File: src/rtl/aes_subkey_fetch.sv
// aes_subkey_fetch: drives the key schedule's one-hot request handshake and
// captures every round key into a local 15 x 128 store, so the datapath can
// read round keys in any order after a single expansion.
module aes_subkey_fetch (
  input  logic         clk,
  input  logic         rst,
  input  logic         start,
  input  logic [1:0]   aes_len,
  output logic         ks_rst,
  output logic [15:0]  subkey_req,
  input  logic [15:0]  subkey_idx,
  input  logic [127:0] subkey,
  output logic         busy,
  output logic         done,
  output logic         key_valid,
  output logic         err,
  input  logic [3:0]   rd_idx,
  output logic [127:0] rd_key
);

  typedef enum logic [1:0] {S_IDLE, S_LOAD, S_FETCH, S_DONE} state_e;

  state_e         state_q, state_d;
  logic [3:0]     cnt_q, cnt_d;
  logic [1:0]     len_q, len_d;
  logic           ks_rst_q, ks_rst_d;
  logic           done_q, done_d;
  logic           key_valid_q, key_valid_d;
  logic           err_q, err_d;
  logic [127:0]   rd_key_q, rd_key_d;
  logic           wr_en;
  logic [127:0]   store_q [15];

  // Round-key count for a key length; 00 never reaches the store.
  function automatic logic [3:0] nk_of(input logic [1:0] len);
    case (len)
      2'b01:   nk_of = 4'd11;
      2'b10:   nk_of = 4'd13;
      2'b11:   nk_of = 4'd15;
      default: nk_of = 4'd0;
    endcase
  endfunction

  // State and control registers.
  always_ff @(posedge clk) begin
    if (rst) begin
      state_q     <= S_IDLE;
      cnt_q       <= 4'd0;
      len_q       <= 2'b00;
      ks_rst_q    <= 1'b0;
      done_q      <= 1'b0;
      key_valid_q <= 1'b0;
      err_q       <= 1'b0;
      rd_key_q    <= '0;
    end else begin
      state_q     <= state_d;
      cnt_q       <= cnt_d;
      len_q       <= len_d;
      ks_rst_q    <= ks_rst_d;
      done_q      <= done_d;
      key_valid_q <= key_valid_d;
      err_q       <= err_d;
      rd_key_q    <= rd_key_d;
    end
  end

  // Key store: not cleared by reset; reads are gated by key_valid instead.
  always_ff @(posedge clk) begin
    if (wr_en && !rst) store_q[cnt_q] <= subkey;
  end

  // Next-state logic. The request is one-hot at cnt, so a match is just
  // the index bit at cnt.
  always_comb begin
    state_d     = state_q;
    cnt_d       = cnt_q;
    len_d       = len_q;
    key_valid_d = key_valid_q;
    done_d      = 1'b0;
    err_d       = 1'b0;
    wr_en       = 1'b0;
    case (state_q)
      S_IDLE, S_DONE: begin
        if (start) begin
          if (aes_len != 2'b00) begin
            len_d       = aes_len;
            key_valid_d = 1'b0;
            cnt_d       = 4'd0;
            state_d     = S_LOAD;
          end else begin
            err_d = 1'b1;
          end
        end
      end
      S_LOAD: state_d = S_FETCH;
      S_FETCH: begin
        if (subkey_idx[cnt_q]) begin
          wr_en = 1'b1;
          cnt_d = cnt_q + 4'd1;
          if (cnt_q == nk_of(len_q) - 4'd1) begin
            state_d     = S_DONE;
            done_d      = 1'b1;
            key_valid_d = 1'b1;
          end
        end
      end
      default: state_d = S_IDLE;
    endcase
  end

  // Outputs: request/busy decode from state; ks_rst and read data registered.
  // A read of the slot being captured this cycle forwards the incoming key.
  always_comb begin
    subkey_req = (state_q == S_FETCH) ? (16'h0001 << cnt_q) : 16'h0000;
    busy       = (state_q == S_LOAD) || (state_q == S_FETCH);
    ks_rst_d   = (state_d == S_LOAD);
    rd_key_d   = '0;
    if (key_valid_d && rd_idx < nk_of(len_d))
      rd_key_d = (wr_en && rd_idx == cnt_q) ? subkey : store_q[rd_idx];
  end

  assign ks_rst    = ks_rst_q;
  assign done      = done_q;
  assign key_valid = key_valid_q;
  assign err       = err_q;
  assign rd_key    = rd_key_q;

endmodule
File: config.mk
export PLATFORM = sky130hd
export DESIGN_NAME = aes_subkey_fetch
export DESIGN_NICKNAME = d
export VERILOG_FILES = /design/src/rtl/aes_subkey_fetch.sv
export SDC_FILE = /design/constraint.sdc
export NUM_CORES = 2
export LEC_CHECK = 0
export BUFFER_PORTS_ARGS = -buffer_cell sky130_fd_sc_hd__buf_2
export CAP_MARGIN = 20
export CORE_MARGIN = 5
export CORE_UTILIZATION = 45
export DETAILED_ROUTE_END_ITERATION = 10
export PLACE_DENSITY_LB_ADDON = 0.05
export SYNTH_ARGS = -nofsm -noshare
export SYNTH_HDL_FRONTEND = slang
export SYNTH_SLANG_ARGS = --single-unit
File: constraint.sdc
create_clock -name clk -period 25.6 [get_ports clk]
set_clock_uncertainty 0.15 [all_clocks]
set_input_delay 3.84 -clock clk [delete_from_list [all_inputs] [get_ports clk]]
set_output_delay 3.84 -clock clk [all_outputs]
set_load 0.005 [all_outputs]
==> results.md <==
* Status: finished, final reports clean
* Endpoints failing setup at 0
* Worst path slowest cell: nor2_4
* Final Worst Setup Slack at 17700 ps
* CP startpoint kind: primary input
* Yosys warnings at 0
* Via Count at 42593
* Cell family with most CP delay: buffers and inverters
* Reg clk slew, reported paths at 60 ps
* Static Leak at 28.5 nW
* Mapped Nets at 4246
* Max-slew violations at 0
* Drt pass-1 iters at 8
* Synthesized area per cell at 19.6 um2
* Hold depth at 2
* EDFF count, synth at 1920
* Core area at 176000 um2
* Post-Syn Area at 79900 um2
* Min-delay worst type: flop to flop
* Placed cell count at 6505
* GRT Util Overall at 0.245
* Worst-margin pin slew at 1190 ps
* Fin nets at 4544
* Synth Flop Type: edfxtp_1
* WL/cell at 33.1 um
* Dpl cell area at 84100 um2
* Fin area at 91200 um2
* Arrival time at the worst endpoint at 8200 ps
* Clock Sinks at 2060
* Slowest stage delay, CP at 860 ps
* Synth Register Bits at 2060
* H-tree depth at 4
* Vias per inst at 6.15
* R2R cell count at 10
* Max cap viols at 0
* CTS Hold Bufs at 0
* Antenna-violating nets left at 0
* WP buf/inv at 5
* Gate Count Post-Synth at 4082
* Setup Fix Bufs, Post-CTS at 0
* P&R area growth vs syn at 14.2%
* Worst vdd ir at 0.0000716 V
* Minimum clock period at 7900 ps
* Non-Filler Instances at 6921
* CTS buffer count at 212
* Initial cell density of the core at 0.453
* Largest net degree at the start of global routing at 122
* CTS max path bufs at 3
* Crit path top cell by count: buf_4
* Row cnt at 154
* Chip width at 431 um
* Pwr dens at 79.9 nW/um2
* Critical Path End Type: flop
* CP cell instances: buf_2 > nor2b_1 > a2111oi_2 > nor4b_2 > buf_4 > nand3_1 > nor2_4 > buf_4 > buf_4 > buf_4
* Remaining DRCs at 0
* Setup TNS at 0 ps
* Io pins at 302
* Routability cong. at 0.736
* Register area share after synthesis at 0.756
* Final period utilization at 0.309
* RSZ-0062 raised after global routing: no
* Stages on worst setup path at 10
* Latest clock arrival within the worst-skew pair at 840 ps
* Die height at 431 um
* Layout cells sized above 1 at 0.280
* First-pass GRT wire length at 328 mm
* Reg2Reg Launch Point: cnt_q[3]$_SDFFE_PP0P_
* Slew margin rel. at 0.204
* Async set-reset flop share out of synthesis at 0
* CTS-repair resized insts at 0
* DIE AREA at 186000 um2
* Clock Tree Root: clkbuf_16
* WL final at 229 mm
* Port Buffers at 301
* Worst Path Required at 25900 ps
* Initial antenna violation count at 38
* Overall power at 7.29 mW
* Crit path from: subkey_idx[4]
* Crit-path max FO at 41
* Gr ovfl total at 0
* Post-synth cell types at 52
* HPWL after DPL at 112 mm
* CTS tree: built
* Pre-CTS setup slack at 16810 ps
* Max Fclk at 127 MHz
* HP Start: state_q[1]$_SDFF_PP0_
* Critical path class: primary input to flop
* Starting DRC count in detailed routing at 3813
* Vias in the first global route at 43809
* Final hold violation count at 0
cells by family after synthesis:
kind of cell               after synthesis  synth area share
xor gates and xnor gates                 5          0.000548
muxes                                  518             0.127
AOI/OAI and AO/OA                      666            0.0588
buffers and inverters                  333            0.0185
adders and majority gates               11           0.00172
and+or+nand+nor                        489            0.0369
DFF                                   2060             0.756
registers in the layout (all words and copies together), names as in the netlist:
| signal | cells |
|---|---|
| cnt_q | 4 |
| key_valid | 1 |
| store_q | 1920 |
| err | 1 |
| rd_key | 128 |
| state_q | 2 |
| ks_rst | 1 |
| done | 1 |
| len_q | 2 |
worst reg2reg max path, cell delays in order (launching register included):
cell       delay, ps
dfxtp_1          620
buf_4            320
nand2b_2         230
a2111oi_2        110
nor4b_2          330
buf_4            240
nand3_1          270
nor2_4           860
buf_4            780
buf_4            870
buf_4            650
final cells by class:
class | count | area [um2]
inverters | 8 | 30.0
well taps | 2340 | 2930
fillers | 14183 | 85300
clock buffers | 317 | 6130
repair buffers | 409 | 2550
clock inverters | 87 | 960
flip-flops and latches | 2060 | 60500
diodes | 11 | 27.5
multi-input cells | 1689 | 18200
Yosys cell counts (2+ instances only):
| cell type | instances | share of area |
|---|---|---|
| edfxtp_1 | 1920 | 0.72 |
| mux4_2 | 384 | 0.11 |
| nand2b_1 | 263 | 0.021 |
| clkbuf_1 | 174 | 0.0082 |
| dfxtp_1 | 140 | 0.035 |
| a211oi_1 | 130 | 0.012 |
| nand4_1 | 130 | 0.010 |
| a31oi_1 | 129 | 0.010 |
| mux2_2 | 129 | 0.018 |
| o211ai_1 | 129 | 0.012 |
| o22ai_1 | 129 | 0.010 |
| o31ai_1 | 128 | 0.012 |
| buf_2 | 108 | 0.0068 |
| nor2_1 | 28 | 0.0013 |
| buf_1 | 23 | 0.0011 |
| nand2_1 | 19 | 0.00089 |
| buf_4 | 15 | 0.0014 |
| nand3_1 | 13 | 0.00081 |
| ha_1 | 11 | 0.0017 |
| nor3_1 | 10 | 0.00063 |
| inv_1 | 8 | 0.00038 |
| nor4_1 | 6 | 0.00047 |
| a21oi_1 | 5 | 0.00031 |
| buf_6 | 5 | 0.00070 |
| and3_1 | 4 | 0.00031 |
| mux2i_1 | 4 | 0.00050 |
| or2_2 | 3 | 0.00023 |
| xor2_1 | 3 | 0.00033 |
| a2111oi_2 | 2 | 0.00038 |
| a21boi_0 | 2 | 0.00019 |
| a41oi_2 | 2 | 0.00041 |
| nand3b_1 | 2 | 0.00019 |
| nor2b_1 | 2 | 0.00016 |
| nor4b_1 | 2 | 0.00022 |
| o21ai_0 | 2 | 0.00013 |
| xnor2_1 | 2 | 0.00022 |
path summary, 6_finish.rpt:
check                                    to  slack (ps)
setup / recovery  store_q[14][76]$_DFFE_PP_       17700
hold / removal        state_q[1]$_SDFF_PP0_         370
setup reg to reg  store_q[14][76]$_DFFE_PP_       19760
hold reg to reg       state_q[1]$_SDFF_PP0_         370
through the flow:
step	util	hold WS, ps
2_1_floorplan	-	325
3_3_place_gp	0.476	351
3_5_place_dp	0.476	357
4_1_cts	0.517	364
5_1_grt	0.517	401
6_report	0.517	367
placed cells by master (no fill, tap or decap), types with 21 or more instances in the layout:
| cell type | instances |
|---|---|
| nand2b_1 | 261 |
| o211ai_1 | 129 |
| o31ai_1 | 128 |
| clkbuf_8 | 41 |
| o22ai_1 | 129 |
| dfxtp_1 | 140 |
| clkbuf_16 | 213 |
| mux4_2 | 384 |
| edfxtp_1 | 1920 |
| clkbuf_1 | 63 |
| a211oi_1 | 130 |
| nand4_1 | 130 |
| buf_4 | 93 |
| clkinv_2 | 41 |
| buf_2 | 297 |
| mux2_2 | 129 |
| nor2_1 | 21 |
| a31oi_1 | 129 |
power by group:
group,switching [mW],total [mW],internal (mW)
sequential,0.0105,3.71,3.70
clock,1.29,3.10,1.81
combinational,0.330,0.469,0.139
layer usage:
| metal | share of wire | global-route usage | vias up | wire length (um) |
|---|---|---|---|---|
| li1 | - | - | 17709 | - |
| met1 | 0.42 | 0.333 | 23009 | 95400 |
| met2 | 0.50 | 0.415 | 1487 | 115000 |
| met3 | 0.055 | 0.0387 | 380 | 12600 |
| met4 | 0.027 | 0.0675 | 8 | 6090 |
| met5 | 0.00024 | 0 | - | 54 |
(Power assumes the default switching activity.)
